===== src/rtl/boot_sequencer_if.sv =====
// Boot sequencer bus bundle.
//   rx_valid/rx_data : byte stream from the UART receiver
//   tx_busy          : UART transmitter busy
//   tx_start/tx_data : one-cycle transmit request and its byte
//   addra/dina/wea   : instruction BRAM write port (word address)
//   mode             : global core mode (0=STALL, 1=LOAD, 2=EXEC)
//   load_err         : sticky header-error flag
// The master modport is the sequencer; the slave modport is the UART/BRAM/core side.
interface boot_sequencer_if #(
  parameter int unsigned INST_SIZE = 14
);
  logic                 rx_valid;
  logic [7:0]           rx_data;
  logic                 tx_busy;
  logic                 tx_start;
  logic [7:0]           tx_data;
  logic [INST_SIZE-1:0] addra;
  logic [31:0]          dina;
  logic                 wea;
  logic [2:0]           mode;
  logic                 load_err;

  modport master (
    input  rx_valid, rx_data, tx_busy,
    output tx_start, tx_data, addra, dina, wea, mode, load_err
  );

  modport slave (
    output rx_valid, rx_data, tx_busy,
    input  tx_start, tx_data, addra, dina, wea, mode, load_err
  );
endinterface


===== src/rtl/boot_sequencer.sv =====
// Program-load sequencer. Packs the incoming UART byte stream (little-endian) into 32-bit
// words, writes them into the instruction BRAM, drives the core mode code and reports the
// load outcome to the host with a single ack or error byte.
//   clk  : system clock
//   rstn : asynchronous active-low reset
//   bus  : boot_sequencer_if master modport (UART rx/tx, BRAM write port, mode, load_err)
// Stream format: 4-byte word count nwords, then nwords 4-byte words.
module boot_sequencer #(
  parameter int unsigned INST_SIZE = 14,
  parameter logic [7:0]  ACK_BYTE  = 8'hAA,
  parameter logic [7:0]  ERR_BYTE  = 8'h55
) (
  input logic             clk,
  input logic             rstn,
  boot_sequencer_if.master bus
);

  localparam logic [31:0] Capacity = 32'd1 << INST_SIZE;

  localparam logic [2:0] ModeStall = 3'd0;
  localparam logic [2:0] ModeLoad  = 3'd1;
  localparam logic [2:0] ModeExec  = 3'd2;

  typedef enum logic [2:0] {StHdr, StBody, StAck, StRun, StErr} state_e;

  state_e               state_q, state_d;
  logic [1:0]           byte_cnt_q, byte_cnt_d;
  logic [23:0]          buf_q, buf_d;        // bytes 0..2 of the group in flight
  logic [31:0]          nwords_q, nwords_d;
  logic [INST_SIZE:0]   word_idx_q, word_idx_d;
  logic                 wea_q, wea_d;
  logic [INST_SIZE-1:0] addra_q, addra_d;
  logic [31:0]          dina_q, dina_d;
  logic                 tx_start_q, tx_start_d;
  logic [7:0]           tx_data_q, tx_data_d;
  logic                 tx_done_q, tx_done_d;  // one response byte per reset
  logic                 load_err_q, load_err_d;
  logic [2:0]           mode_q, mode_d;

  logic                 take_byte;
  logic                 group_done;
  logic [31:0]          full_word;
  logic [31:0]          word_idx_ext;

  // Bytes only matter while the header or body is being received.
  assign take_byte    = bus.rx_valid && (state_q == StHdr || state_q == StBody);
  assign group_done   = take_byte && (byte_cnt_q == 2'd3);
  assign full_word    = {bus.rx_data, buf_q};
  assign word_idx_ext = 32'(word_idx_q);

  always_comb begin
    state_d    = state_q;
    byte_cnt_d = byte_cnt_q;
    buf_d      = buf_q;
    nwords_d   = nwords_q;
    word_idx_d = word_idx_q;
    wea_d      = 1'b0;
    addra_d    = addra_q;
    dina_d     = dina_q;
    tx_start_d = 1'b0;
    tx_data_d  = tx_data_q;
    tx_done_d  = tx_done_q;
    load_err_d = load_err_q;
    mode_d     = mode_q;

    if (take_byte) begin
      byte_cnt_d = byte_cnt_q + 2'd1;
      unique case (byte_cnt_q)
        2'd0:    buf_d[7:0]   = bus.rx_data;
        2'd1:    buf_d[15:8]  = bus.rx_data;
        2'd2:    buf_d[23:16] = bus.rx_data;
        default: ;  // 4th byte is consumed directly via full_word
      endcase
    end

    unique case (state_q)
      StHdr: begin
        if (group_done) begin
          nwords_d = full_word;
          if (full_word == 32'd0 || full_word > Capacity) begin
            state_d    = StErr;
            load_err_d = 1'b1;
            tx_data_d  = ERR_BYTE;
          end else begin
            state_d = StBody;
          end
        end
      end
      StBody: begin
        if (group_done) begin
          wea_d      = 1'b1;
          addra_d    = word_idx_q[INST_SIZE-1:0];
          dina_d     = full_word;
          word_idx_d = word_idx_q + 1'b1;
          if (word_idx_ext == nwords_q - 32'd1) begin
            state_d   = StAck;
            tx_data_d = ACK_BYTE;
          end
        end
      end
      StAck: begin
        // Leave for RUN the cycle after the ack pulse is on the wire.
        if (tx_done_q) begin
          state_d = StRun;
        end else if (!bus.tx_busy) begin
          tx_start_d = 1'b1;
          tx_done_d  = 1'b1;
        end
      end
      StErr: begin
        if (!tx_done_q && !bus.tx_busy) begin
          tx_start_d = 1'b1;
          tx_done_d  = 1'b1;
        end
      end
      StRun: ;
      default: state_d = StHdr;
    endcase

    unique case (state_d)
      StBody, StAck: mode_d = ModeLoad;
      StRun:         mode_d = ModeExec;
      default:       mode_d = ModeStall;
    endcase
  end

  always_ff @(posedge clk or negedge rstn) begin
    if (!rstn) begin
      state_q    <= StHdr;
      byte_cnt_q <= '0;
      buf_q      <= '0;
      nwords_q   <= '0;
      word_idx_q <= '0;
      wea_q      <= 1'b0;
      addra_q    <= '0;
      dina_q     <= '0;
      tx_start_q <= 1'b0;
      tx_data_q  <= '0;
      tx_done_q  <= 1'b0;
      load_err_q <= 1'b0;
      mode_q     <= ModeStall;
    end else begin
      state_q    <= state_d;
      byte_cnt_q <= byte_cnt_d;
      buf_q      <= buf_d;
      nwords_q   <= nwords_d;
      word_idx_q <= word_idx_d;
      wea_q      <= wea_d;
      addra_q    <= addra_d;
      dina_q     <= dina_d;
      tx_start_q <= tx_start_d;
      tx_data_q  <= tx_data_d;
      tx_done_q  <= tx_done_d;
      load_err_q <= load_err_d;
      mode_q     <= mode_d;
    end
  end

  assign bus.wea      = wea_q;
  assign bus.addra    = addra_q;
  assign bus.dina     = dina_q;
  assign bus.tx_start = tx_start_q;
  assign bus.tx_data  = tx_data_q;
  assign bus.load_err = load_err_q;
  assign bus.mode     = mode_q;

endmodule


===== src/flat_wrapper.sv =====
// flat-port wrapper written by rule: the top's interface ports become plain ports
module boot_sequencer_flat 
#(
  parameter int unsigned INST_SIZE = 14,
  parameter logic [7:0]  ACK_BYTE  = 8'hAA,
  parameter logic [7:0]  ERR_BYTE  = 8'h55
)
  (clk, rstn, bus_rx_valid, bus_rx_data, bus_tx_busy, bus_tx_start, bus_tx_data, bus_addra, bus_dina, bus_wea, bus_mode, bus_load_err);
  boot_sequencer_if #(.INST_SIZE(INST_SIZE)) bus_i ();
  input logic clk;
  input logic rstn;
  input wire logic [$bits(bus_i.rx_valid)-1:0] bus_rx_valid;
  input wire logic [$bits(bus_i.rx_data)-1:0] bus_rx_data;
  input wire logic [$bits(bus_i.tx_busy)-1:0] bus_tx_busy;
  output wire logic [$bits(bus_i.tx_start)-1:0] bus_tx_start;
  output wire logic [$bits(bus_i.tx_data)-1:0] bus_tx_data;
  output wire logic [$bits(bus_i.addra)-1:0] bus_addra;
  output wire logic [$bits(bus_i.dina)-1:0] bus_dina;
  output wire logic [$bits(bus_i.wea)-1:0] bus_wea;
  output wire logic [$bits(bus_i.mode)-1:0] bus_mode;
  output wire logic [$bits(bus_i.load_err)-1:0] bus_load_err;
  assign bus_i.rx_valid = bus_rx_valid;
  assign bus_i.rx_data = bus_rx_data;
  assign bus_i.tx_busy = bus_tx_busy;
  assign bus_tx_start = bus_i.tx_start;
  assign bus_tx_data = bus_i.tx_data;
  assign bus_addra = bus_i.addra;
  assign bus_dina = bus_i.dina;
  assign bus_wea = bus_i.wea;
  assign bus_mode = bus_i.mode;
  assign bus_load_err = bus_i.load_err;
  boot_sequencer #(.INST_SIZE(INST_SIZE), .ACK_BYTE(ACK_BYTE), .ERR_BYTE(ERR_BYTE)) u_core (.clk(clk), .rstn(rstn), .bus(bus_i));
endmodule

===== config.mk =====
export PLATFORM = sky130hd
export DESIGN_NAME = boot_sequencer_flat
export DESIGN_NICKNAME = d
export VERILOG_FILES = /design/src/rtl/boot_sequencer_if.sv /design/src/rtl/boot_sequencer.sv /design/src/flat_wrapper.sv
export SDC_FILE = /design/constraint.sdc
export NUM_CORES = 1
export LEC_CHECK = 0
export BUFFER_PORTS_ARGS = -buffer_cell sky130_fd_sc_hd__buf_2
export CAP_MARGIN = 30
export CORE_MARGIN = 4
export CORE_UTILIZATION = 35
export CTS_CLUSTER_SIZE = 16
export DETAILED_ROUTE_END_ITERATION = 7
export SLEW_MARGIN = 10
export SYNTH_ARGS = -nofsm -noshare
export SYNTH_HDL_FRONTEND = slang
export SYNTH_SLANG_ARGS = --single-unit

===== constraint.sdc =====
create_clock -name clk -period 3.5 [get_ports clk]
set_clock_uncertainty 0.1 [all_clocks]
set_input_delay 0.7 -clock clk [delete_from_list [all_inputs] [get_ports clk]]
set_output_delay 0.7 -clock clk [all_outputs]
set_load 0.02 [all_outputs]

==> run_results.csv <==
group,metric,value,unit
sta,clock.fmax,335,MHz
global_route,antenna_found_initial,0,
clock_tree,cts_tree,"done",
floorplanning,fp.coreArea,16800,sq um
sta,slew_headroom,56.2,%
setup_path,crit_arrival,3.17,ns
clock_tree,path_clk_slew,0.05,ns
sta,fin_crit,2.98,ns
sta,setup_ws,0.518,ns
power,p_comb_share,1.7,%
clock_tree,insertion_delay,0.42,ns
power,power.density,448,nW/um^2
clock_tree,post_cts_buffers,0,
global_route,grt_first_pass_wirelength,25000,um
synth,synth_nets,579,
setup_path,cp_max_fo,8,
setup_path,crit_end,"u_core.state_q[0]",
run,maxCapViolCount,0,
clock_tree,cts_buffers,17,
synth,synth_top_family_by_area,"simple AND/OR/NAND/NOR gates",
min_path,hold_path.class,"primary input to asynchronous set/reset pin",
clock_tree,cts_hold_buf,0,
clock_tree,clock-sinks,130,
routing,vias,4353,
setup_path,worstReg2RegStart,"u_core.nwords_q[0]",
sta,setup_tns,0,ns
synth,synth_adder_area_share,1.24,%
floorplanning,dieHeight,139,um
place,io_buffers,70,
routing,wl_per_cell,17.6,um
routing,drc_errors,0,
routing,routed_via_density,5.07,
setup_path,r2r_slack,0.52,ns
global_route,overflow,0,
final_layout,fill_cells,1631,
setup_path,required,3.69,ns
power,power_leakage,0.00367,uW
synth,ys_types,59,
setup_path,rr_worst_depth,9,
synth,synthMuxAreaShare,10.9,%
floorplanning,dieWidth,139,um
sta,rsz0062_at_grt,"false",
setup_path,critPathLaunchType,"flip-flop",
synth,synth_area,6030,sq um
routing,detail-route-antenna-nets,0,
power,netSwitchingFraction,21.6,%
clock_tree,clock_path_buffers,2,
setup_path,crit_path_start,"u_core.nwords_q[0]",
power,power.switching,691,uW
status,outcome,"finished, final reports clean",
sta,hold_viol,0,
setup_path,worst_r2r_endpoint,"u_core.state_q[0]",
final_layout,area_delta_synth_final,18.1,%
final_layout,fin_nets,644,
synth,synth-edff-count,0,
sta,setup_viol,0,
power,ir_drop,0.318,mV
floorplanning,fp.dieArea,19400,sq um
synth,synth_warnings,0,
floorplanning,start_util,36.0,%
final_layout,drive_gt1_share,27.4,%
power,p_seq_share,47.1,%
synth,dominantRegCellSynth,"dfrtp_1",
power,clockPowerShare,51.2,%
clock_tree,cts_resized,0,
setup_path,crit_type,"flip-flop to flip-flop",
synth,synth.largest_area_cell,"dfrtp_1",
place,dpl.hpwl,10900,um
global_route,grt_max_degree,54,
routing,first_pass_iters,4,
routing,wirelength,15100,um
floorplanning,ios,72,
final_layout,antenna_cells,0,
synth,netlist.area_leader.share,53.9,%
global_route,gr-usage-all-layers,16.3,%
clock_tree,h-tree-depth,4,
power,internal_power,2500,uW
global_route,grt_pass1_vias,4466,
place,place_ws,0.550,ns
routing,drtIter0Drc,249,
place,gp_congestion,0.880,
sta,tightest_slew,0.658,ns
synth,ys_ff_latch,130,
sta,post-route-period-util,85.2,%
synth,synthTopCellsByArea,"dfrtp_1, mux2_2, nand2_1",
setup_path,crit_path_end_kind,"flip-flop",
synth,synth-compound-area-share,5.31,%
synth,syn_inst,561,
floorplanning,rows,47,
clock_tree,clk_root_buffer_cell,"clkbuf_16",
synth,synthXorXnorAreaFrac,4.79,%
sta,slew_viol_final,0,
synth,synth.avg_cell_area,10.8,sq um
synth,postSynth.asyncResetShare,100,%
synth,yosys.area_share.simple,20.7,%
synth,seq_area_frac_synth,53.9,%
flip-flops by register name, indices dropped and copies added (netlist names):
name / cells
u_core.word_idx_q: 15
u_core.bus.dina: 32
u_core.bus.addra: 14
u_core.nwords_q: 32
u_core.bus.mode: 2
u_core.bus.wea: 1
u_core.state_q: 3
u_core.bus.load_err: 1
u_core.buf_q: 24
u_core.tx_done_q: 1
u_core.bus.tx_data: 2
u_core.bus.tx_start: 1
u_core.byte_cnt_q: 2
per-layer routing:
layer  up-vias  share of wire [%]  wire (um)  track usage [%]
li1       2058                  -          -                -
met1      2158                 48       7210             22.7
met2       115                 46       6900             25.0
met3        22                4.9        739             3.95
met4         0                1.5        233             5.41
met5         -                  0          0                0
kinds of logic after synthesis:
group | after synthesis
other | 1
adders and majority gates | 6
buffers and inverters | 41
and+or+nand+nor | 248
muxes | 59
DFF | 130
xor gates and xnor gates | 33
AOI/OAI and AO/OA | 43
synth_stat cells (2+ instances only):
master	number
o21ai_0	12
nor3_2	2
nand2b_1	5
and3_1	9
nand3b_1	2
nand4_1	8
dfrtp_1	130
xor2_1	8
nor4_1	15
buf_4	8
clkbuf_1	20
o31a_1	3
xnor2_1	25
nor3_1	14
and4_1	2
nor4_4	4
mux2i_1	5
a21oi_1	6
inv_1	11
or3_1	4
nor2_1	12
nand3_1	10
and4b_1	2
ha_1	6
a21o_1	2
nand2_1	150
mux2_2	54
area by class of cell:
cell class | instances | area, sq um | share of cell area (%)
timing repair buffer | 75 | 403 | 5.65
clock buffer | 19 | 443 | 6.22
sequential | 130 | 3250 | 45.7
inverter | 12 | 45.0 | 0.632
clock inverter | 12 | 108 | 1.51
tap | 220 | 275 | 3.86
multi-input combinational | 390 | 2600 | 36.5
power groups by stage:
stage / clock network (uW) / logic (uW) / registers, uW
after floorplan: 0 / 3.60 / 1530
after global placement: 0 / 56.2 / 1530
after detailed placement: 0 / 57.5 / 1530
after CTS: 1690 / 57.4 / 1500
after global routing: 1750 / 62.8 / 1500
final: 1640 / 54.4 / 1500
cell usage in the layout (no fill, tap or decap), types with 2 or more instances in the layout:
cell	n
clkinv_2	4
nand3b_1	2
and4b_1	2
ha_1	6
nor4_4	4
and4_1	2
nor4_1	15
clkbuf_16	17
or3_1	4
o31a_1	3
nand2b_1	5
mux2i_1	5
inv_6	3
inv_1	11
buf_4	5
dfrtp_1	130
a21oi_1	6
and3_1	9
nor2_1	11
a21o_1	2
nor3_2	2
nand4_1	8
clkinvlp_4	3
xor2_1	8
nor2_2	2
nor3_1	14
buf_2	69
nand2_1	150
nand3_1	10
xnor2_1	25
o21ai_0	12
mux2_2	54
how the worst min path moves through the flow:
| stage | startpoint | endpoint | slack (ns) | cells past startpoint |
|---|---|---|---|---|
| global placement | u_core.bus.addra[10] | u_core.bus.addra[10] | 0.35 | 2 |
| global route | rstn | u_core.buf_q[14] | 0.25 | 1 |
| CTS | rstn | u_core.buf_q[15] | 0.21 | 1 |
| finish | rstn | u_core.buf_q[15] | 0.20 | 1 |
| detailed placement | u_core.bus.dina[19] | u_core.bus.dina[19] | 0.36 | 2 |
| floorplan | rstn | u_core.buf_q[0] | 0.30 | 0 |
worst max-delay path, stage by stage (launching register included):
cell and delay (ns):
dfrtp_1 0.46, inv_1 0.11, ha_1 0.27, nor4b_4 0.39, nand3_2 0.20, o31a_1 0.37
a311oi_2 0.25, nand4_1 0.25, o41ai_1 0.33, o21ai_1 0.11
metrics by stage:
| stage | total power (uW) | hold WS (ns) | util, % | cell area, sq um | cells |
|---|---|---|---|---|---|
| 3_5_place_dp | 1590 | 0.358 | 39.2 | 6580 | 827 |
| 6_report | 3190 | 0.204 | 42.5 | 7130 | 858 |
| 3_3_place_gp | 1590 | 0.353 | 39.2 | 6580 | 827 |
| 2_1_floorplan | 1530 | 0.304 | - | 6030 | 561 |
| 5_1_grt | 3310 | 0.246 | 42.5 | 7130 | 858 |
| 4_1_cts | 3250 | 0.210 | 42.5 | 7130 | 858 |
(Power assumes the default switching activity.)
